--- src/rtl/moving_avg_filter.sv ---
// Boxcar moving-average stage fed by the DDS tap shift register.
// Keeps acc = sum of the last N samples and emits round(acc / N).
module moving_avg_filter #(
  parameter int SIG_WIDTH = 16,
  parameter int ACC_WIDTH = SIG_WIDTH + 8
) (
  input  logic                        clk,
  input  logic                        rst_n,
  input  logic                        en,
  input  logic signed [SIG_WIDTH-1:0] din,
  input  logic [2:0]                  len_sel,
  input  logic                        clr,
  output logic                        sr_en,
  output logic                        sr_clr,
  input  logic signed [SIG_WIDTH-1:0] tap_8,
  input  logic signed [SIG_WIDTH-1:0] tap_16,
  input  logic signed [SIG_WIDTH-1:0] tap_32,
  input  logic signed [SIG_WIDTH-1:0] tap_64,
  input  logic signed [SIG_WIDTH-1:0] tap_128,
  input  logic signed [SIG_WIDTH-1:0] tap_256,
  output logic signed [SIG_WIDTH-1:0] dout,
  output logic                        dout_vld,
  output logic                        busy
);

  localparam int XW = ACC_WIDTH - SIG_WIDTH;

  typedef enum logic [1:0] {
    FLUSH = 2'd0,
    FILL  = 2'd1,
    RUN   = 2'd2
  } state_t;

  state_t r_state;
  state_t w_next;

  logic [2:0]                  r_len_q;
  logic signed [ACC_WIDTH-1:0] r_acc;
  logic [8:0]                  r_cnt;
  logic signed [SIG_WIDTH-1:0] r_dout;
  logic                        r_dout_vld;
  logic                        r_sr_clr;

  logic                        w_is8;
  logic                        w_is16;
  logic                        w_is32;
  logic                        w_is64;
  logic                        w_is128;
  logic                        w_is256;
  logic signed [SIG_WIDTH-1:0] w_tap;
  logic [3:0]                  w_k;
  logic [8:0]                  w_last;
  logic                        w_restart;
  logic                        w_accept;
  logic                        w_emit;
  logic signed [ACC_WIDTH-1:0] w_din_x;
  logic signed [ACC_WIDTH-1:0] w_tap_x;
  logic signed [ACC_WIDTH-1:0] w_sum;
  logic signed [ACC_WIDTH-1:0] w_rnd;
  logic signed [SIG_WIDTH-1:0] w_avg;

  // Length decode always comes from the latched code, so a
  // live len_sel change cannot corrupt the window in flight.
  assign w_is8   = (r_len_q == 3'd0);
  assign w_is16  = (r_len_q == 3'd1);
  assign w_is32  = (r_len_q == 3'd2);
  assign w_is64  = (r_len_q == 3'd3);
  assign w_is128 = (r_len_q == 3'd4);
  assign w_is256 = (r_len_q >= 3'd5);

  // Select the x[n-N] tap and log2(N) for the active length
  always_comb begin
    w_tap = '0;
    w_k   = 4'd8;
    unique case (1'b1)
      w_is8: begin
        w_tap = tap_8;
        w_k   = 4'd3;
      end
      w_is16: begin
        w_tap = tap_16;
        w_k   = 4'd4;
      end
      w_is32: begin
        w_tap = tap_32;
        w_k   = 4'd5;
      end
      w_is64: begin
        w_tap = tap_64;
        w_k   = 4'd6;
      end
      w_is128: begin
        w_tap = tap_128;
        w_k   = 4'd7;
      end
      w_is256: begin
        w_tap = tap_256;
        w_k   = 4'd8;
      end
      default: begin
        w_tap = tap_256;
        w_k   = 4'd8;
      end
    endcase
  end

  assign w_last = (9'd1 << w_k) - 9'd1;

  // A clear or a new length throws the window away; in FLUSH
  // len_q is being reloaded, so only clr holds it there.
  assign w_restart = clr | (len_sel != r_len_q);

  assign w_accept = en
                  & (r_state != FLUSH)
                  & ~w_restart;

  // First pulse on the N-th fill sample, then every sample
  assign w_emit = w_accept
                & ((r_state == RUN) | (r_cnt == w_last));

  assign w_din_x = {{XW{din[SIG_WIDTH-1]}}, din};
  assign w_tap_x = {{XW{w_tap[SIG_WIDTH-1]}}, w_tap};
  assign w_sum   = r_acc + w_din_x - w_tap_x;

  // Half-up rounding: add N/2, then arithmetic shift by k
  assign w_rnd = w_sum
               + (ACC_WIDTH'(1) << (w_k - 4'd1));
  assign w_avg = SIG_WIDTH'(w_rnd >>> w_k);

  // Next-state selection for FLUSH -> FILL -> RUN
  always_comb begin
    w_next = r_state;
    unique case (r_state)
      FLUSH: begin
        if (clr) w_next = FLUSH;
        else     w_next = FILL;
      end
      FILL: begin
        if (w_restart)
          w_next = FLUSH;
        else if (en && (r_cnt == w_last))
          w_next = RUN;
      end
      RUN: begin
        if (w_restart) w_next = FLUSH;
      end
      default: w_next = FLUSH;
    endcase
  end

  // State register; sr_clr follows FLUSH as a registered flag
  always_ff @(posedge clk or negedge rst_n) begin
    if (!rst_n) begin
      r_state  <= FLUSH;
      r_sr_clr <= 1'b1;
    end else begin
      r_state  <= w_next;
      r_sr_clr <= (w_next == FLUSH);
    end
  end

  // Accumulator, fill counter and latched length
  always_ff @(posedge clk or negedge rst_n) begin
    if (!rst_n) begin
      r_acc   <= '0;
      r_cnt   <= '0;
      r_len_q <= 3'd0;
    end else if (r_state == FLUSH) begin
      r_acc   <= '0;
      r_cnt   <= '0;
      r_len_q <= len_sel;
    end else if (w_accept) begin
      r_acc <= w_sum;
      if (r_state == FILL)
        r_cnt <= r_cnt + 9'd1;
    end
  end

  // Output register: dout holds between valid pulses
  always_ff @(posedge clk or negedge rst_n) begin
    if (!rst_n) begin
      r_dout     <= '0;
      r_dout_vld <= 1'b0;
    end else begin
      r_dout_vld <= w_emit;
      if (w_emit)
        r_dout <= w_avg;
    end
  end

  assign sr_en    = en & (r_state != FLUSH);
  assign sr_clr   = r_sr_clr;
  assign dout     = r_dout;
  assign dout_vld = r_dout_vld;
  assign busy     = (r_state != RUN);

endmodule

--- config.mk ---
export PLATFORM = sky130hd
export DESIGN_NAME = moving_avg_filter
export DESIGN_NICKNAME = d
export VERILOG_FILES = /design/src/rtl/moving_avg_filter.sv
export SDC_FILE = /design/constraint.sdc
export NUM_CORES = 1
export LEC_CHECK = 0
export CAP_MARGIN = 10
export CORE_MARGIN = 3
export CORE_UTILIZATION = 53
export DETAILED_ROUTE_END_ITERATION = 12
export PLACE_DENSITY = 0.82
export SKIP_LAST_GASP = 1
export SLEW_MARGIN = 20
export SYNTH_ARGS = -nofsm -noshare
export SYNTH_HDL_FRONTEND = slang
export SYNTH_SLANG_ARGS = --single-unit
--- constraint.sdc ---
create_clock -name clk -period 12.85 [get_ports clk]
set_input_delay 2.57 -clock clk [delete_from_list [all_inputs] [get_ports clk]]
set_output_delay 2.57 -clock clk [all_outputs]
set_load 0.005 [all_outputs]
==> impl_metrics.toml <==
[timing]
slew_violations = 0
max_freq_ghz = 0.1229
setup_viol = 0
setup_ws_ns = 4.711
max_slew.worst_pin.slew_ns = 0.9608
hold_viol = 0
fin_crit_ns = 8.139
setup-tns-final_ns = 0
rsz0062_at_grt = "no"
relSlewSlack = 0.3513
post-route-period-util = 0.6334
clock_skew_ns = 0.007688

[place]
dpl.hpwl_um = 15830
globalplace.congestion = 0.9582
place_ws_ns = 4.484
port_buffers = 138

[global_route]
grt_pass1_wl_um = 34220
grt_antenna_before_repair = 0
grt_overflow_total = 0
grt_start_max_net_pins = 57
grt_pass1_vias = 6905
grtUsageTotal = 0.2911

[pwr]
p_sw_frac = 0.5351
p_total_mw = 1.605
clockPowerShare = 0.094
leakage_nw = 3.674
p_int_uw = 745.9
p_per_area_nw_per_um2 = 187.0
peakVddDrop_mv = 0.09434
switchingPower_uw = 858.6
p_comb_frac = 0.792
sequentialPowerShare = 0.115

[synthesis]
synth-seq-cells = 56
yosysSeqAreaShare = 0.2007
synth_warnings = 0
syn_inst = 878
synth-edff-count = 0
synth_most_common_cell = "nand2_1"
yosys.area.top_type = "dfrtp_1"
synth_flop_cell = "dfrtp_1"
synth_commonest_cells = "nand2_1, nor2_1, o21ai_0"
synth-async-reset-ratio = 1.000
yosys-top-cells-area = "dfrtp_1, ha_1, fa_1"
synthesis.area_um2 = 6988
synth_top_cell_area_share = 0.1970
avgSynthCellArea_um2 = 7.959
ys_types = 88

[cells_and_area]
fill_cells = 1117
register_area_um2 = 1405
drive_gt1_frac = 0.06761
area_growth_syn_to_layout_pct = 22.81
nets = 1177
n_antenna_cell = 0
multi_input_area_um2 = 5162

[detailed_routing]
finalWirelength_um = 20950
drt_iter0_markers = 544
drtPass1Iterations = 5
drc_errors = 0
viasPerCell = 6.023
ant_nets = 0
routedWlPerCell_um = 18.02
route.vias.total = 7005

[floorplanning]
pin_count = 139
die_w_um = 120.8
die_area_um2 = 14600
start_util = 0.5471
core-area_um2 = 12770
rows = 41
dieHeight_um = 120.8

[clock_tree]
cts_hold_buf = 0
cts_buffers = 5
post_cts_buffers = 0
clock_latency_ns = 0.32
cts_root_buf = "clkbuf_16"
clock_sinks = 56
cts_tree = "done"
htreeDepth = 2
ctsResizeCount = 0
clock_path_buffers = 2
clk_pin_slew_worst_paths_ns = 0.08

[critical_path]
max_stage_delay_ns = 0.49
cpMaxStageDelayCell = "fa_1"
path_cells = "clkdlybuf4s50_1 > mux2_2 > a221oi_1 > o21ai_0 > o211ai_1 > fa_1 > ha_1 > a211oi_1 > o21ai_0 > nor2b_1 > nor2b_1 > xnor2_1 > ha_1 > a21oi_1 > o21ai_1 > a2111oi_0 > nor3_1 > a31oi_1 > nor4_1 > o32a_1 > a311o_1 > a21oi_1 > o21ai_1"
critPathCaptureType = "flop"
worstPathMaxFanout = 6
critical_path.top_delay_family = "compound AO/OA/AOI/OAI gates"
required_ns = 13.05
crit_buf_inv = 1
crit_type = "input pin to flop"
cp-start-kind = "input pin"
crit_arrival_ns = 8.33

[flow_run]
maxCapViolCount = 0

[hold_path]
hp-class = "flop to flop"

[status]
status = "finished, final reports clean"
[routing by layer]
metal	part of all wire	track usage	routed length, um
met5	0	0	0
met1	0.43	0.3786	8907
met3	0.077	0.06829	1605
met2	0.47	0.4734	9842
met4	0.029	0.1041	598
[cells by family (layout without fill, tap and decap cells)]
family | count (synthesis) | after routing | synth area share
and+or+nand+nor | 292 | 292 | 0.1950
DFF | 56 | 56 | 0.2007
other | 1 | 8 | 0.0005366
buffers and inverters | 101 | 207 | 0.06571
adders and majority gates | 69 | 69 | 0.1490
AOI/OAI and AO/OA | 269 | 269 | 0.2623
xor gates and xnor gates | 52 | 52 | 0.06732
muxes | 38 | 38 | 0.05944
[cell type report]
class | instances | area share
clock buffer | 5 | 0.01458
clock inverter | 3 | 0.003207
inverter | 50 | 0.02187
multi-input combinational | 728 | 0.6015
sequential | 56 | 0.1637
tap | 172 | 0.02508
timing repair buffer | 149 | 0.1700
[power by group through the flow]
stage,combinational [mW],clock (mW),sequential [mW]
detailed placement,1.23,0,0.188
global route,1.40,0.158,0.185
finish,1.27,0.150,0.184
floorplan,0.972,0,0.186
CTS,1.24,0.152,0.184
global placement,1.22,0,0.188
[path summary, 6_finish.rpt]
path,slack (ns),to,cells after the start,start
min in group asynchronous,2.41,r_acc[23],2,rst_n
max in group asynchronous,9.91,r_len_q[1],2,rst_n
setup reg to reg,5.79,dout[14],22,r_len_q[1]
setup / recovery,4.71,dout[14],23,tap_64[2]
hold / removal,0.48,dout[4],2,dout[4]
hold reg to reg,0.48,dout[4],2,dout[4]
[cells in the final DEF, fill, tap and decap left out, types with 8 or more instances in the layout]
master	n
nor2_1	79
nand4_1	8
nand3_1	31
mux2_2	18
o211ai_1	15
xnor2_1	28
a21o_1	10
dfrtp_1	53
nand2_1	101
ha_1	44
clkdlybuf4s50_1	137
a21oi_1	56
conb_1	8
mux2i_1	19
fa_1	24
and2_1	9
a31oi_1	9
buf_4	11
a211oi_1	15
o21ai_0	61
o22ai_1	13
nor3_1	18
a221oi_1	8
inv_1	48
xor2_1	21
[sequential cells by signal, summed over array words and instances (netlist names)]
register,cells
r_acc,24
dout,16
r_cnt,9
r_len_q,3
r_state,2
dout_vld,1
sr_clr,1
[worst min-delay path, stage by stage, from the launching register on]
cell and delay (ns):
dfrtp_1 0.34, nand2_1 0.04, o21ai_0 0.06
[per-stage QoR]
step	area (um^2)	util	hold WS (ns)	cells
after CTS	8574	0.6713	0.4897	1163
after detailed placement	8422	0.6593	0.4718	1155
final	8582	0.6719	0.4828	1163
after global routing	8582	0.6719	0.5045	1163
after floorplan	7014	-	0.4688	885
after global placement	8422	0.6593	0.4670	1155
Note: power is estimated with default switching activity, not from simulation.
